### src/rtl/fpu_mant_mul_seq.sv
// Radix-2 shift-and-add unsigned significand multiplier, one multiplier bit per cycle.
// Accept-to-result latency WIDTH cycles; result held in DONE until out_ready, no input taken while BUSY/DONE.
module fpu_mant_mul_seq #(
  parameter int WIDTH = 24
) (
  input  logic                 clk,
  input  logic                 rst,
  input  logic                 in_valid,
  output logic                 in_ready,
  input  logic [WIDTH-1:0]     in_multiplicand,
  input  logic [WIDTH-1:0]     in_multiplier,
  output logic                 out_valid,
  input  logic                 out_ready,
  output logic [2*WIDTH-1:0]   out_product,
  output logic                 out_busy
);

  localparam int CW = (WIDTH > 1) ? $clog2(WIDTH) : 1;

  typedef enum logic [1:0] {IDLE, BUSY, DONE} state_t;

  state_t               state_q, state_d;
  logic [CW-1:0]        cnt_q, cnt_d;
  logic [WIDTH-1:0]     acc_q, acc_d;
  logic [WIDTH-1:0]     mplr_q, mplr_d;
  logic [WIDTH-1:0]     mcand_q, mcand_d;
  logic [2*WIDTH-1:0]   prod_q, prod_d;
  logic [WIDTH:0]       sum;
  logic [WIDTH-1:0]     acc_nxt;
  logic [WIDTH-1:0]     mplr_nxt;

  // Carry out of the add becomes the top bit of the shifted accumulator.
  always_comb begin
    sum      = {1'b0, acc_q} + (mplr_q[0] ? {1'b0, mcand_q} : '0);
    acc_nxt  = sum[WIDTH:1];
    mplr_nxt = {sum[0], mplr_q[WIDTH-1:1]};
  end

  always_comb begin
    state_d = state_q;
    cnt_d   = cnt_q;
    acc_d   = acc_q;
    mplr_d  = mplr_q;
    mcand_d = mcand_q;
    prod_d  = prod_q;
    case (state_q)
      IDLE: begin
        if (in_valid) begin
          mcand_d = in_multiplicand;
          mplr_d  = in_multiplier;
          acc_d   = '0;
          cnt_d   = '0;
          state_d = BUSY;
        end
      end
      BUSY: begin
        acc_d  = acc_nxt;
        mplr_d = mplr_nxt;
        cnt_d  = cnt_q + CW'(1);
        if (cnt_q == CW'(WIDTH-1)) begin
          prod_d  = {acc_nxt, mplr_nxt};
          state_d = DONE;
        end
      end
      DONE: begin
        if (out_ready) state_d = IDLE;
      end
      default: state_d = IDLE;
    endcase
  end

  always_ff @(posedge clk) begin
    if (rst) begin
      state_q <= IDLE;
      cnt_q   <= '0;
      acc_q   <= '0;
      mplr_q  <= '0;
      mcand_q <= '0;
      prod_q  <= '0;
    end else begin
      state_q <= state_d;
      cnt_q   <= cnt_d;
      acc_q   <= acc_d;
      mplr_q  <= mplr_d;
      mcand_q <= mcand_d;
      prod_q  <= prod_d;
    end
  end

  assign in_ready    = (state_q == IDLE);
  assign out_valid   = (state_q == DONE);
  assign out_busy    = (state_q == BUSY);
  assign out_product = prod_q;

endmodule

### config.mk
export PLATFORM = sky130hd
export DESIGN_NAME = fpu_mant_mul_seq
export DESIGN_NICKNAME = d
export VERILOG_FILES = /design/src/rtl/fpu_mant_mul_seq.sv
export SDC_FILE = /design/constraint.sdc
export NUM_CORES = 1
export LEC_CHECK = 0
export ABC_CLOCK_PERIOD_IN_PS = 3450
export BUFFER_PORTS_ARGS = -buffer_cell sky130_fd_sc_hd__buf_2
export CORE_MARGIN = 5
export CORE_UTILIZATION = 55
export DETAILED_ROUTE_END_ITERATION = 10
export GPL_TIMING_DRIVEN = 0
export PLACE_DENSITY = 0.88
export SLEW_MARGIN = 20
export SYNTH_ARGS = -nofsm -noshare
export SYNTH_HDL_FRONTEND = slang
export SYNTH_SLANG_ARGS = --single-unit
export TNS_END_PERCENT = 30
### constraint.sdc
create_clock -name clk -period 3.45 [get_ports clk]
set_input_delay 0.69 -clock clk [delete_from_list [all_inputs] [get_ports clk]]
set_output_delay 0.69 -clock clk [all_outputs]
set_load 0.005 [all_outputs]
# Word level (Yosys, flattened, before mapping)
# Index checks and enable logic that the tools add are counted.
# word_totals
regBits,127
latchBits,0
ram_bits,0
mem_bits_ro,0
input_bits,52
elab_cells,31
memories,0
# op_classes
add_sub_neg,2
multipliers,0
div_mod_pow,0
magnitude_cmp,0
n_eq_ne,6
shift,0
n_mux,11
bitwise_logic,0
n_reduce_logical,6
# op_table
operator,n
24-bit one-hot mux with 2 select lines,2
24-bit two-way mux,3
24-bit by 24-bit adder with 25-bit output,1
5-bit one-hot mux with 2 select lines,1
2-bit two-way mux,3
2-bit one-hot mux with 3 select lines,1
2-bit AND reduction,3
"5-bit by 1-bit adder with 5-bit output, second input constant",1
"5-bit == test, second input constant",1
5-bit two-way mux,1
"2-bit by 1-bit != test with 1-bit output, second input constant",2
3-bit AND reduction,1
"2-bit by 1-bit == test with 1-bit output, second input constant",1
"2-bit == test, second input constant",1
2-bit zero test,1
"2-bit != test, second input constant",1
2-bit nonzero test,1

# Logic depth before layout (Yosys ltp)
# Gate-level depths: netlist (run 1).
# logic_depth
ltp_word,3
ltp_mapped,11
depth_no_buf,10

# Worst setup path before layout (run 1)
# OpenSTA, ideal clock, no wires.
# synth_timing
path_type,reg-to-reg
from,register mplr_q[0]
to,"register prod_q[45], in the netlist out_product[45]"
setup_time_ps,122
arrival_ps,2660
t_required_ps,3328
setup_slack_ps,668
path_stages_with_launch,12
path_buffers,1
period_less_slack_ps,2782
cell_sequence,dfxtp_1 -> clkbuf_1 -> and2_1 -> ha_1 -> fa_1 -> a21oi_1 -> o211a_1 -> nor2_1 -> o32a_1 -> a31oi_1 -> nor4_1 -> a311o_1
# synth_between
elab_chain_len,2
# synth_lines
element,line_no,source
start: declaration,25,"logic [WIDTH-1:0] mplr_q, mplr_d;"
start signal: assignment,84,mplr_q <= mplr_d;
24-bit two-way mux,34,"sum = {1'b0, acc_q} + (mplr_q[0] ? {1'b0, mcand_q} : '0);"
24-bit by 24-bit adder with 25-bit output,34,
end signal: assignment,86,prod_q <= prod_d;
end: declaration,27,"logic [2*WIDTH-1:0] prod_q, prod_d;"
# No other way between the ends.
# A chain may end at the register's enable or synchronous reset.

# Worst setup path after layout (run 1)
# Ends and elaborated chain as after synthesis.

==> results of run 1 <==
[cells in the final DEF, fill, tap and decap left out, drive strengths merged, types with 2 or more instances in the layout]
master,netlist,routed
and2,27,27
and4,7,7
a311oi,24,24
nand2,200,200
clkinv,1,4
nor4,6,6
dfxtp,127,127
a22o,10,10
nor3,4,4
a21oi,103,103
or3,4,4
a211oi,7,7
a31oi,6,6
xor2,7,7
ha,25,25
o21a,2,2
nand2b,3,3
o21ai,20,20
clkbuf,44,62
nor2,62,62
a32o,2,2
buf,11,112
and3,2,2
nand3,16,16
xnor2,13,13
a21o,4,4
o31ai,2,2
a311o,6,6
o21bai,2,2
inv,3,11
nor2b,4,4
o211ai,2,2
a2111oi,3,3
clkinvlp,0,2
[worst min-delay path by stage]
stage | cells after the start | to | slack [ps]
floorplan | 2 | acc_q[23] | 430
global placement | 2 | mcand_q[7] | 440
detailed placement | 2 | mcand_q[7] | 440
CTS | 3 | mcand_q[15] | 380
global route | 3 | mcand_q[16] | 380
finish | 3 | mcand_q[15] | 390
[state kept, by name (all words and copies together) (netlist names)]
register     cells
state_q          2
mcand_q         24
cnt_q            5
out_product     48
mplr_q          24
acc_q           24
[critical path, stage by stage (launching register included)]
cell,delay (ps)
dfxtp_1,380
clkbuf_1,250
and2_1,220
ha_1,210
fa_1,410
a21oi_1,260
o211a_1,200
nor2_1,70
o32a_1,420
a31oi_1,370
nor4_1,100
a311o_1,330
[through the flow]
stage | total power (uW) | setup WS [ps] | cell area, um2 | utilization | cells
floorplan | 1720 | 668 | 6020 | - | 770
finish | 3530 | 115 | 7280 | 0.674 | 1043
global route | 3660 | 2.85 | 7280 | 0.674 | 1043
detailed placement | 1820 | 205 | 6700 | 0.621 | 1011
global placement | 1810 | 202 | 6700 | 0.621 | 1011
CTS | 3540 | 162 | 7280 | 0.674 | 1043
[final cells by class]
| class | count | area [um2] | share of cell area |
|---|---|---|---|
| Multi-Input combinational cell | 584 | 3250 | 0.447 |
| Sequential cell | 127 | 2540 | 0.349 |
| Timing Repair Buffer | 101 | 505 | 0.0695 |
| Clock buffer | 18 | 428 | 0.0588 |
| Buffer | 55 | 210 | 0.0289 |
| Tap cell | 140 | 175 | 0.0241 |
| Clock inverter | 14 | 149 | 0.0205 |
| Inverter | 4 | 15.0 | 0.00206 |
[power breakdown]
part / total [uW] / internal, uW / switching, uW
clock: 1730 / 1000 / 731
sequential: 1550 / 1510 / 33.2
combinational: 252 / 84.8 / 167
total: 3530 / 2600 / 932
[metal layers]
layer	share of wire	vias to the layer above	global-route usage
li1	-	2920	-
met1	0.43	2795	0.332
met2	0.45	296	0.410
met3	0.090	48	0.0650
met4	0.034	0	0.116
met5	0	-	0
[cell families (layout without fill, tap and decap cells)]
kind of cell / count (synthesis) / after routing / synth area share
compound gates: 200 / 200 / 0.213
xor+xnor: 20 / 20 / 0.0291
buf+inv: 59 / 192 / 0.0372
fa+ha+maj: 26 / 26 / 0.0553
flops: 127 / 127 / 0.422
simple gates: 338 / 338 / 0.243
==> results.yml, run 1 <==
global_route:
  grt_overflow_total: 0
  grt_usage: 0.259
  grt_first_pass_wirelength_um: 27100
  grt_pass1_vias: 5660
  antenna_found_initial: 0
  grt_max_degree: 17
detailed_routing:
  dr_total_vias: 6059
  wl_um: 16900
  drtAntennaViolNets: 0
  dr.pass1.iters: 5
  wl_per_cell_um: 16.2
  drcViolationCount: 0
  viasPerCell: 5.81
  drt_iter0_drc: 522
worst_setup_path:
  rr_worst_depth: 11
  r2r-start: "mplr_q[0]"
  r2r_setup_slack_ps: 120
  crit_path_start: "mplr_q[0]"
  required_ps: 3870
  crit_type: "reg2reg"
  endpoint: "out_product[45]"
  reg2reg_to: "out_product[45]"
  start_kind: "flop"
  worstPathArrival_ps: 3760
  critical_path.max_fanout: 10
  end_kind: "flop"
clock_network:
  cts_buffer_depth: 2
  post_cts_buffers: 0
  cts_buffers: 17
  cts_sinks: 127
  htreeDepth: 4
  cts-root-buf: "clkbuf_8"
  cts_tree: "built"
  hold_buffers: 0
  clk_latency_ps: 530
  path_clk_slew_ps: 60
  ctsResizeCount: 0
yosys:
  synthFlopType: "dfxtp_1"
  synth_cell_types: 51
  synth_top_cells_by_area: "dfxtp_1 (42%), nand2_1 (12%), a21oi_1 (8.6%)"
  synthTopCellsByCount: "nand2_1 (200), dfxtp_1 (127), a21oi_1 (103)"
  yosysTopAreaCell: "dfxtp_1"
  netlist.area_leader.share: 0.422
  yosysSeqAreaShare: 0.422
  syn_nets: 848
  synth_area_per_cell_um2: 7.82
  synth_edf_count: 0
  synth_warnings: 0
  yosysMostFrequentCell: "nand2_1"
  netlist_instances: 770
  synthesis.area_mm2: 0.00602
  synth_seq_cells: 127
  async_reset_ff_frac: 0
power:
  vdd_drop_max_mv: 0.470
  leakagePower_uw: 0.00301
  p_per_area_mw_per_mm2: 485
sta:
  drv_slew: 0
  setup_viol: 0
  slew_headroom: 0.576
  worst_slew_pin_slew_ps: 636
  grt_setup_unrepaired: "false"
  fin_worst_skew_ps: 7.62
  fin_crit_ps: 3330
  fin_tns_setup_ps: 0
  hold_violations: 0
  fin_crit_sh: 0.967
  hold_slack_ps: 391
  fmax_mhz: 300
floorplanning:
  ios: 103
  die_area_mm2: 0.0131
  die_h_um: 115
  initial_core_util: 0.558
  core_mm2: 0.0108
  die_x_um: 115
  rows: 38
layout:
  drive_above_1_share: 0.156
  area_growth_pct: 20.9
  diodes: 0
  nNetsFinal: 968
  fillCellCount: 837
placement:
  numPortBuffers: 101
  dp_hpwl_um: 12000
  gp_congestion: 1.01
worst_hold_path:
  hold_path.startpoint: "in_multiplicand[15]"
  hold_path.class: "in2reg"
run:
  drv_cap: 0
outcome:
  status: "completed"
(Power assumes the default switching activity.)
==> run 2: changes to the inputs <==
Settings changed: ABC_CLOCK_PERIOD_IN_PS 3450 to 4310, CORE_UTILIZATION 55 to 53, PLACE_DENSITY 0.88 to 0.86.
Clock period 3.45 ns to 4.31 ns, I/O delays scaled along.
==> results.yml, run 2 (synthesis results as in run 1) <==
layout:
  largest_reg_flops: 48
  final_common_cell: "nand2_1"
  nNetsFinal: 968
  area_growth_pct: 21.0
  layout.cells.most_common_list: "nand2_1 (200), dfxtp_1 (127), a21oi_1 (103)"
  final_cells: 1047
  drive_above_1_share: 0.155
power:
  leakagePower_uw: 0.00301
  p_per_area_mw_per_mm2: 389
  vdd_drop_max_mv: 0.291
floorplanning:
  die_x_um: 117
  initial_core_util: 0.534
  die_area_mm2: 0.0136
  die_h_um: 117
  rows: 39
  core_mm2: 0.0113
  ios: 103
detailed_routing:
  drcViolationCount: 0
  wl_per_cell_um: 16.1
  drtAntennaViolNets: 0
  dr.pass1.iters: 7
  dr_total_vias: 6066
  drt_iter0_drc: 666
  wl_um: 16900
  viasPerCell: 5.79
sta:
  setup_viol: 0
  drv_slew: 0
  fmax_mhz: 297
  fin_crit_sh: 0.780
  hold_violations: 0
  worst_slew_pin_slew_ps: 688
  fin_tns_setup_ps: 0
  fin_crit_ps: 3360
  slew_headroom: 0.538
  fin_worst_skew_ps: 6.50
  grt_setup_unrepaired: "false"
clock_network:
  cts_buffers: 17
  htreeDepth: 4
  clk_latency_ps: 420
  hold_buffers: 0
  post_cts_buffers: 0
  cts_buffer_depth: 2
  cts_sinks: 127
  path_clk_slew_ps: 60
  cts-root-buf: "clkbuf_16"
  ctsResizeCount: 0
  cts_tree: "built"
worst_setup_path:
  path_cells: "clkbuf_1, and2_1, ha_1, fa_1, a21oi_1, o211a_1, nor2_1, o32a_1, a21oi_1, nor4_1, a311o_1"
  end_kind: "flop"
  critical_path.max_fanout: 10
  cp_slowest_cell: "o32a_1"
  crit_type: "reg2reg"
  critPathTopFamily: "compound AO/OA/AOI/OAI gates"
  cp_common_cell: "a21oi_1"
  critical_path.max_stage_delay_ps: 420
  required_ps: 4610
  worstPathArrival_ps: 3660
  start_kind: "flop"
  crit_buf_inv: 1
placement:
  gp_congestion: 0.950
  dp_hpwl_um: 12200
  numPortBuffers: 101
  place_inst: 1014
global_route:
  grt_pass1_vias: 5754
  grt_usage: 0.250
  antenna_found_initial: 0
  grt_overflow_total: 0
  grt_max_degree: 17
  grt_first_pass_wirelength_um: 26900
run:
  drv_cap: 0
worst_hold_path:
  hold_path.class: "reg2reg"
outcome:
  status: "completed"
## run 2: cell count changes in the layout (fill, tap and decap cells not counted), sizes merged
| cell | delta |
|---|---|
| clkbuf | -1 |
| clkinv | +3 |
| clkinvlp | -1 |
| diode | +1 |
| inv | -1 |
## run 2: layout make-up
| cell class | instances | area [um2] |
|---|---|---|
| flip-flops and latches | 127 | 2540 |
| well taps | 143 | 179 |
| diodes | 1 | 2.50 |
| inverters | 4 | 15.0 |
| multi-input cells | 584 | 3250 |
| plain buffers | 55 | 209 |
| fillers | 947 | 3990 |
| clock inverters | 15 | 153 |
| repair buffers | 101 | 505 |
| clock buffers | 17 | 425 |
## run 2: stage by stage
stage | hold slack, ps | setup WS [ps] | utilization | power (uW) | area (um2)
2_1_floorplan | 426 | 1530 | - | 1380 | 6020
3_3_place_gp | 438 | 1060 | 0.595 | 1450 | 6700
3_5_place_dp | 444 | 1050 | 0.595 | 1460 | 6700
4_1_cts | 451 | 1020 | 0.646 | 2840 | 7280
5_1_grt | 470 | 735 | 0.646 | 2920 | 7280
6_report | 450 | 949 | 0.646 | 2830 | 7280
## run 2: routing by layer
metal  part of all wire  up-vias  GRT usage  wire (um)
li1                   -     2920          -          -
met1               0.43     2821      0.320       7270
met2               0.46      283      0.400       7810
met3              0.080       42     0.0699       1340
met4              0.027        0      0.100        448
met5                  0        -          0          0
## run 2: worst paths after layout
| check | cells after the start | slack (ps) | startpoint | to |
|---|---|---|---|---|
| max reg2reg | 11 | 950 | mplr_q[0] | out_product[41] |
| max | 11 | 950 | mplr_q[0] | out_product[41] |
| min | 2 | 450 | mcand_q[20] | mcand_q[20] |
| min reg2reg | 2 | 450 | mcand_q[20] | mcand_q[20] |
## run 2: power breakdown
group	switching (uW)	leakage (uW)	total (uW)	internal (uW)
sequential	26.3	0.00103	1240	1210
clock	583	0.000283	1390	812
combinational	133	0.00170	200	67.7
## run 2: worst reg2reg max path: cells and delay by family (launching register included)
family / cells / cell delay, ps
flip-flops: 1 / 390
AND/OR/NAND/NOR: 3 / 400
AO/OA/AOI/OAI: 5 / 1570
buffers and inverters: 1 / 260
adder cells (fa/ha/maj): 2 / 620
==> run 3: changes to the inputs <==
Settings changed: ABC_AREA set to 1, ABC_CLOCK_PERIOD_IN_PS 4310 to 3030, CORE_UTILIZATION 53 to 52, PLACE_DENSITY 0.86 to 0.87.
Clock period 4.31 ns to 3.03 ns, I/O delays scaled along.
==> results.yml, run 3 <==
outcome:
  status: "completed"
yosys:
  yosysMostFrequentCell: "nand2_1"
  synth-simple-area-share: 0.309
  synth_top_family_by_area: "simple AND/OR/NAND/NOR gates"
  synth_cell_types: 36
  synth_area_per_cell_um2: 6.52
  synth_mux_area_frac: 0
  synth_top_cells_by_area: "dfxtp_1 (38%), nand2_1 (19%), inv_1 (6.9%)"
  async_reset_ff_frac: 0
  synth-compound-area-share: 0.140
  syn_nets: 1108
  synth_edf_count: 0
  synthTopCellsByCount: "nand2_1 (340), dfxtp_1 (127), inv_1 (124)"
  yosysTopAreaCell: "dfxtp_1"
  netlist_instances: 1030
  synthesis.area_mm2: 0.00671
  synth_xor_area_frac: 0.0117
  synth_seq_cells: 127
  yosysSeqAreaShare: 0.379
  synth_fa_ha_area_frac: 0.0496
  synthFlopType: "dfxtp_1"
  netlist.area_leader.share: 0.379
  synth_warnings: 0
sta:
  setup_viol: 0
  slew_headroom: 0.473
  fin_crit_sh: 0.916
  hold_violations: 0
  fin_tns_setup_ps: 0
  fin_worst_skew_ps: 8.53
  fin_crit_ps: 2770
  grt_setup_unrepaired: "false"
  drv_slew: 0
  worst_slew_pin_slew_ps: 790
  setup_ws_ps: 255
  fmax_mhz: 360
worst_setup_path:
  critical_path.max_fanout: 10
  r2r_setup_slack_ps: 260
  cp_common_cell: "nand2_1"
  rr_worst_depth: 16
  r2r-start: "mplr_q[0]"
  crit_path_start: "mplr_q[0]"
  required_ps: 3380
  path_cells: "clkbuf_1, clkbuf_2, nand2_1, inv_1, ha_1, fa_1, nand2_1, nor2_1, nor2_1, nor2_1, nand3_1, nand3_1, nand2_1, nand2_1, nand2_1, a21oi_1"
  end_kind: "flop"
  cp_slowest_cell: "clkbuf_1"
  worstPathArrival_ps: 3130
  reg2reg_to: "acc_q[19]"
  start_kind: "flop"
  critical_path.max_stage_delay_ps: 330
  crit_type: "reg2reg"
  endpoint: "acc_q[19]"
clock_network:
  ctsResizeCount: 0
  cts_tree: "built"
  cts-root-buf: "clkbuf_16"
  cts_buffers: 17
  clk_latency_ps: 430
  hold_buffers: 0
  cts_sinks: 127
  path_clk_slew_ps: 60
  cts_buffer_depth: 2
  htreeDepth: 4
  post_cts_buffers: 0
layout:
  ff_latch_area_mm2: 0.00254
  area_growth_pct: 18.8
  drive_above_1_share: 0.147
  diodes: 0
  nNetsFinal: 1228
  fillCellCount: 1180
  final_common_cell: "nand2_1"
  largest_reg_flops: 48
  layout.cells.most_common_list: "nand2_1 (340), dfxtp_1 (127), inv_1 (124)"
  multiInputGateArea_mm2: 0.00343
detailed_routing:
  wl_met1_um: 8250
  wl_per_cell_um: 14.4
  wl_met2_um: 8940
  viasPerCell: 5.22
  dr_wl_met3_um: 1450
  drt_iter0_drc: 557
  dr_total_vias: 6963
  drtAntennaViolNets: 0
  wl_um: 19200
  dr.pass1.iters: 5
  drcViolationCount: 0
  top_layer_used: "met5"
global_route:
  grt_overflow_total: 0
  grt_pass1_vias: 6606
  antenna_found_initial: 1
  grt_first_pass_wirelength_um: 31100
  grt_usage: 0.260
  grt_max_degree: 17
floorplanning:
  ios: 103
  die_area_mm2: 0.0153
  die_x_um: 124
  rows: 41
  die_h_um: 124
  initial_core_util: 0.532
  core_mm2: 0.0126
power:
  vdd_drop_max_mv: 0.332
  leakagePower_uw: 0.00409
  p_per_area_mw_per_mm2: 508
worst_hold_path:
  hold_path.class: "in2reg"
placement:
  dp_hpwl_um: 14200
  gp_congestion: 1.01
  numPortBuffers: 101
  dp_worst_setup_slack_ps: 248
run:
  drv_cap: 0
-- run 3: cells by family after synthesis --
family                     after synthesis
AOI/OAI and AO/OA                      172
buffers and inverters                  180
xor gates and xnor gates                 9
and+or+nand+nor                        516
DFF                                    127
adders and majority gates               26
-- run 3: worst min-delay path by stage --
stage	slack (ps)	end	depth (start not counted)	start
3_5_place_dp	450	out_product[11]	2	out_product[11]
4_1_cts	420	mcand_q[23]	3	in_multiplicand[23]
5_1_grt	430	mcand_q[9]	3	in_multiplicand[9]
3_3_place_gp	450	cnt_q[4]	2	cnt_q[4]
6_report	430	mcand_q[23]	3	in_multiplicand[23]
2_1_floorplan	440	cnt_q[4]	2	cnt_q[4]
-- run 3: routing by layer --
metal	vias to the layer above	global-route usage
met5	-	0
met4	2	0.113
met3	43	0.0590
met2	271	0.428
met1	3167	0.327
li1	3480	-
-- run 3: report_power, final --
| group | internal, uW | switching (uW) |
|---|---|---|
| Combinational | 133 | 255 |
| Sequential | 1740 | 46.5 |
| Clock | 1060 | 818 |
| Total | 2930 | 1120 |
-- run 3: cell type report --
class | count | area share
tap | 172 | 0.0270
clock buffer | 18 | 0.0538
clock inverter | 14 | 0.0137
buffer | 47 | 0.0303
multi-input combinational | 723 | 0.430
timing repair buffer | 101 | 0.0634
sequential | 127 | 0.319
inverter | 133 | 0.0629
-- run 3: stage by stage --
stage	cell area, um2	utilization	hold WS (ps)	cells	total power, uW
finish	7970	0.632	429	1335	4050
global route	7970	0.632	430	1335	4190
CTS	7970	0.632	422	1335	4050
detailed placement	7430	0.589	453	1303	2200
global placement	7430	0.589	448	1303	2190
floorplan	6710	-	439	1030	2070
-- run 3: worst max-delay path: cells and delay by family, from the launching register on --
family	cells	cell delay, ps
AND/OR/NAND/NOR	10	1020
buffers and inverters	3	720
adder cells (fa/ha/maj)	2	510
flip-flops	1	310
AO/OA/AOI/OAI	1	150
